File: config.mk
export PLATFORM = sky130hd
export DESIGN_NAME = spi_word_capture
export DESIGN_NICKNAME = d
export VERILOG_FILES = /design/src/rtl/spi_word_capture_pkg.sv /design/src/rtl/spi_word_capture_shift_reg_in.sv /design/src/rtl/spi_word_capture.sv
export SDC_FILE = /design/constraint.sdc
export NUM_CORES = 1
export LEC_CHECK = 0
export ABC_AREA = 1
export BUFFER_PORTS_ARGS = -buffer_cell sky130_fd_sc_hd__buf_2
export CAP_MARGIN = 15
export CORE_MARGIN = 5
export CORE_UTILIZATION = 25
export CTS_CLUSTER_SIZE = 16
export DETAILED_ROUTE_END_ITERATION = 6
export PLACE_DENSITY_LB_ADDON = 0.1
export SLEW_MARGIN = 15
export SYNTH_ARGS = -nofsm -noshare
export SYNTH_HDL_FRONTEND = slang
export SYNTH_SLANG_ARGS = --single-unit
File: constraint.sdc
create_clock -name sys_clk -period 1.5 [get_ports sys_clk]
set_clock_uncertainty 0.1 [all_clocks]
set_input_delay 0 -clock sys_clk [delete_from_list [all_inputs] [get_ports sys_clk]]
set_output_delay 0 -clock sys_clk [all_outputs]
set_load 0.01 [all_outputs]
File: src/rtl/spi_word_capture_pkg.sv
// Shared definitions for the serial word capture block: FSM encoding and
// the bit-counter width helper.
package spi_word_capture_pkg;

  localparam logic [1:0] ST_IDLE  = 2'd0;
  localparam logic [1:0] ST_SHIFT = 2'd1;
  localparam logic [1:0] ST_END   = 2'd2;

  // Counter holds 0..WORD_BITS-1; keep at least one bit for tiny words.
  function automatic int cnt_width(input int word_bits);
    return (word_bits < 2) ? 1 : $clog2(word_bits);
  endfunction

endpackage

File: src/rtl/spi_word_capture_shift_reg_in.sv
// Serial-in / parallel-out shift register with selectable bit order.
// par_o is the look-ahead value, so a word completing this cycle is visible now.
module shift_reg_in #(
  parameter int WIDTH     = 8,
  parameter bit MSB_FIRST = 1'b1
) (
  input  logic             clk,
  input  logic             rst_n,
  input  logic             shift_en,
  input  logic             clear,
  input  logic             din,
  output logic [WIDTH-1:0] par_o
);

  logic [WIDTH-1:0] sr_q;
  logic [WIDTH-1:0] shifted;

  // MSB-first enters at bit 0 and moves up; LSB-first enters at the top and moves down.
  generate
    if (MSB_FIRST) begin : g_msb
      assign shifted = {sr_q[WIDTH-2:0], din};
    end else begin : g_lsb
      assign shifted = {din, sr_q[WIDTH-1:1]};
    end
  endgenerate

  always_comb begin
    par_o = sr_q;
    if (clear)         par_o = '0;
    else if (shift_en) par_o = shifted;
  end

  always_ff @(posedge clk) begin
    if (!rst_n) sr_q <= '0;
    else        sr_q <= par_o;
  end

endmodule

File: src/rtl/spi_word_capture.sv
// Assembles sampled serial bits into words inside a chip-select frame and
// hands them out through a one-word valid/ready buffer.
module spi_word_capture
  import spi_word_capture_pkg::*;
#(
  parameter int WORD_BITS = 8,
  parameter bit MSB_FIRST = 1'b1
) (
  input  logic                 sys_clk,
  input  logic                 rst_n,
  input  logic                 sample_pulse,
  input  logic                 ser_data,
  input  logic                 frame_n,
  output logic [WORD_BITS-1:0] word_out,
  output logic                 word_valid,
  input  logic                 word_ready,
  output logic                 frame_active,
  output logic                 frame_done,
  output logic                 truncated,
  output logic                 overflow
);

  localparam int CW = cnt_width(WORD_BITS);
  localparam logic [CW-1:0] LAST_BIT = CW'(WORD_BITS - 1);

  logic [1:0]           state_q, state_d;
  logic [CW-1:0]        cnt_q, cnt_d;
  logic [WORD_BITS-1:0] buf_q, buf_d;
  logic                 valid_q, valid_d;
  logic                 ovf_q, ovf_d;

  logic                 start, clr, shift_en, complete;
  logic [WORD_BITS-1:0] word_next;

  always_comb begin
    state_d  = state_q;
    start    = 1'b0;
    clr      = 1'b0;
    shift_en = 1'b0;
    case (state_q)
      ST_IDLE: begin
        if (!frame_n) begin
          state_d = ST_SHIFT;
          start   = 1'b1;
          clr     = 1'b1;
        end
      end
      ST_SHIFT: begin
        // Frame end wins over a coincident sample strobe.
        if (frame_n)           state_d  = ST_END;
        else if (sample_pulse) shift_en = 1'b1;
      end
      ST_END: begin
        state_d = ST_IDLE;
        clr     = 1'b1;
      end
      default: state_d = ST_IDLE;
    endcase
  end

  assign complete = shift_en && (cnt_q == LAST_BIT);

  always_comb begin
    cnt_d = cnt_q;
    if (clr)           cnt_d = '0;
    else if (complete) cnt_d = '0;
    else if (shift_en) cnt_d = cnt_q + CW'(1);
  end

  shift_reg_in #(
    .WIDTH     (WORD_BITS),
    .MSB_FIRST (MSB_FIRST)
  ) u_sr (
    .clk      (sys_clk),
    .rst_n    (rst_n),
    .shift_en (shift_en),
    .clear    (clr),
    .din      (ser_data),
    .par_o    (word_next)
  );

  // The buffer runs independently of the FSM; a held word survives frame edges.
  always_comb begin
    buf_d   = buf_q;
    valid_d = valid_q;
    ovf_d   = ovf_q;
    if (complete) begin
      if (!valid_q || word_ready) begin
        buf_d   = word_next;
        valid_d = 1'b1;
      end else begin
        ovf_d = 1'b1;
      end
    end else if (valid_q && word_ready) begin
      valid_d = 1'b0;
    end
    if (start) ovf_d = 1'b0;
  end

  always_ff @(posedge sys_clk) begin
    if (!rst_n) begin
      state_q <= ST_IDLE;
      cnt_q   <= '0;
      buf_q   <= '0;
      valid_q <= 1'b0;
      ovf_q   <= 1'b0;
    end else begin
      state_q <= state_d;
      cnt_q   <= cnt_d;
      buf_q   <= buf_d;
      valid_q <= valid_d;
      ovf_q   <= ovf_d;
    end
  end

  assign word_out     = buf_q;
  assign word_valid   = valid_q;
  assign overflow     = ovf_q;
  assign frame_active = (state_q == ST_SHIFT);
  assign frame_done   = (state_q == ST_END);
  assign truncated    = (state_q == ST_END) && (cnt_q != '0);

endmodule

==> results.sh <==
export IMPL_layout_nets=196
export IMPL_first_pass_iters=4
export IMPL_max_cap_viol_count=0
export IMPL_ctsHtreeMaxLevel=1
export IMPL_register_area_um2=462.9
export IMPL_hpwl_um=1818
export IMPL_clk_pin_slew_worst_paths_ns=0.08
export IMPL_timing_fmax_ghz=0.7126
export IMPL_drive_gt1_share_pct=27.42
export IMPL_status="finished, final reports clean"
export IMPL_final_min_clock_period_ns=1.403
export IMPL_slowest_stage="dlygate4sd3_1"
export IMPL_finalCritPeriodShare_pct=93.56
export IMPL_antenna_left=0
export IMPL_syn_avg_cell_area_um2=7.452
export IMPL_place_gp_congestion=0.7065
export IMPL_relSlewSlack_pct=72.86
export IMPL_synth_distinct_cells=26
export IMPL_syn_inst=158
export IMPL_power_density_nw_per_um2=783.7
export IMPL_portBuffers=18
export IMPL_leakagePower_nw=0.6869
export IMPL_holdWs_ns=0.04019
export IMPL_antenna_found_initial=0
export IMPL_hold_path_class="primary input to register"
export IMPL_core_um2=4661
export IMPL_finalWorstSetupSlack_ns=0.09659
export IMPL_final_core_util_pct=31.44
export IMPL_cp_num_buf_inv=3
export IMPL_crit_family="buffers and inverters"
export IMPL_overflow=0
export IMPL_initial_core_util_pct=25.26
export IMPL_synth_seq_cells=23
export IMPL_diodes=0
export IMPL_setup_violations=0
export IMPL_drt_iter0_drc=84
export IMPL_rows=25
export IMPL_drc=0
export IMPL_cts_num_sinks=23
export IMPL_die_y_um=78.63
export IMPL_gr_usage_all_layers_pct=8.507
export IMPL_slew_viol_final=0
export IMPL_critPathLaunchType="primary input"
export IMPL_wire_per_inst_um=10.95
export IMPL_required_ns=1.57
export IMPL_die_w_um=78.63
export IMPL_slowest_delay_ns=0.53
export IMPL_crit_fanout=6
export IMPL_fill_cells=503
export IMPL_pin_count=19
export IMPL_synth_warning_count=0
export IMPL_cts_root_buffer="clkbuf_8"
export IMPL_synth_area_um2=1177
export IMPL_worstMarginPinSlew_ns=0.4067
export IMPL_syn_nets=167
export IMPL_cts_path_max_buffers=2
export IMPL_vias=987
export IMPL_cts_made_buffers=3
export IMPL_grt_pass1_vias=930
export IMPL_clkLatencyLatePin_ns=0.26
export IMPL_place_ws_ns=0.02651
export IMPL_area_delta_synth_final_pct=24.44
export IMPL_ir_worst_vdd_mv=0.2733
export IMPL_ff2ff_setup_slack_ns=0.1
export IMPL_grt_max_degree=17
export IMPL_drt_total_wl_um=2628
export IMPL_via_per_inst=4.113
export IMPL_cpMostUsedCell="nor2_1"
export IMPL_critPathKind="primary input to register"
export IMPL_dieArea_um2=6182
export IMPL_crit_chain="dlygate4sd3_1 -> buf_2 -> nor2_4 -> buf_4 -> nand3_1 -> nand2_1 -> nor2_1 -> nor2_1 -> nor2_1"
export IMPL_cts_tree="yes"
export IMPL_worst_setup_path_end_kind="register"
export IMPL_crit_arrival_ns=1.47
export IMPL_hold_viol=0
export IMPL_grt_first_pass_wirelength_um=4215
export IMPL_multiInputGateArea_um2=571.8
export IMPL_ys_seq_area_share_pct=39.11
[state kept, by name, indices dropped and copies added (netlist names)]
| name | count |
|---|---|
| state_q | 2 |
| overflow | 1 |
| word_valid | 1 |
| cnt_q | 3 |
| word_out | 8 |
| u_sr.sr_q | 8 |
[worst paths after layout]
check                               endpoint      from  cells past startpoint
worst max-delay path             word_out[0]   frame_n                      9
worst min-delay path            u_sr.sr_q[0]  ser_data                      5
worst max register to register      cnt_q[2]  cnt_q[0]                      6
worst min register to register      overflow  overflow                      2
[metrics by stage]
stage / TNS (ns) / power, mW / instances / area [µm²]
6_report: 0 / 1.148 / 240 / 1465
5_1_grt: -0.003566 / 1.205 / 240 / 1465
4_1_cts: 0 / 1.156 / 236 / 1404
3_5_place_dp: 0 / 0.7576 / 230 / 1339
3_3_place_gp: 0 / 0.7583 / 230 / 1339
2_1_floorplan: 0 / 0.7237 / 158 / 1177
[worst register-to-register path, stage by stage (launching register included)]
cell and delay [ns]:
dfxtp_2 0.34, ha_1 0.23, ha_4 0.19, buf_4 0.14, nand3_4 0.08, nand3_1 0.12
a21oi_1 0.14
[metal layers]
metal	part of all wire, %	track usage [%]
met3	2.7	1.720
met5	0	0
met4	1.7	3.671
met2	43	12.99
met1	53	11.52
[Yosys cell counts, drive strengths merged]
| cell type | count | share of area (%) |
|---|---|---|
| inv | 28 | 8.9 |
| clkbuf | 1 | 0.32 |
| xor2 | 1 | 0.74 |
| nand3 | 13 | 7.0 |
| nand2 | 30 | 10 |
| nor3 | 7 | 3.0 |
| nor2 | 31 | 11 |
| dfxtp | 23 | 39 |
| a21oi | 10 | 6.5 |
| ha | 3 | 3.2 |
| nor4 | 1 | 0.53 |
| o21a | 1 | 0.64 |
| nand4 | 1 | 1.8 |
| o21ai | 2 | 1.2 |
| buf | 6 | 6.0 |
[area by class of cell]
type	instances	share of cell area [%]
Tap cell	54	4.611
Timing Repair Buffer	30	14.35
Clock buffer	4	3.074
Multi-Input combinational cell	101	39.03
Sequential cell	23	31.60
Inverter	28	7.344
[power by group]
part / total, mW / internal [mW] / switching, mW
clock: 0.392 / 0.190 / 0.202
sequential: 0.623 / 0.617 / 0.00562
combinational: 0.134 / 0.0545 / 0.0795
total: 1.15 / 0.861 / 0.287
[cell families (layout without fill, tap and decap cells)]
| kind of cell | after synthesis | after routing | share of synthesized area, % |
|---|---|---|---|
| buffers and inverters | 35 | 62 | 15.20 |
| XOR/XNOR | 1 | 1 | 0.7440 |
| flip-flops | 23 | 23 | 39.11 |
| adder cells (fa/ha/maj) | 3 | 3 | 3.188 |
| AND/OR/NAND/NOR | 83 | 84 | 33.48 |
| AO/OA/AOI/OAI | 13 | 13 | 8.289 |
[layout by cell type, fill, tap and decap left out, types with 2 or more instances in the layout]
| cell type | n |
|---|---|
| a21oi_1 | 3 |
| nor2_1 | 29 |
| inv_1 | 27 |
| clkbuf_8 | 3 |
| nand4_4 | 2 |
| nand3_1 | 11 |
| a21oi_2 | 7 |
| nor3_1 | 7 |
| buf_12 | 2 |
| dlygate4sd3_1 | 2 |
| dfxtp_1 | 21 |
| buf_4 | 8 |
| ha_1 | 2 |
| nand2_1 | 28 |
| buf_2 | 18 |
| dfxtp_2 | 2 |
[what timing repair did]
action | 4_1_cts | 5_1_grt
resized for setup | 0 | 6
endpoints found under the hold margin | 12 | 0
hold buffers | 2 | 0
setup endpoints to repair | 0 | 9
buffers inserted | 0 | 3
Power figures use the tool's default switching activity.
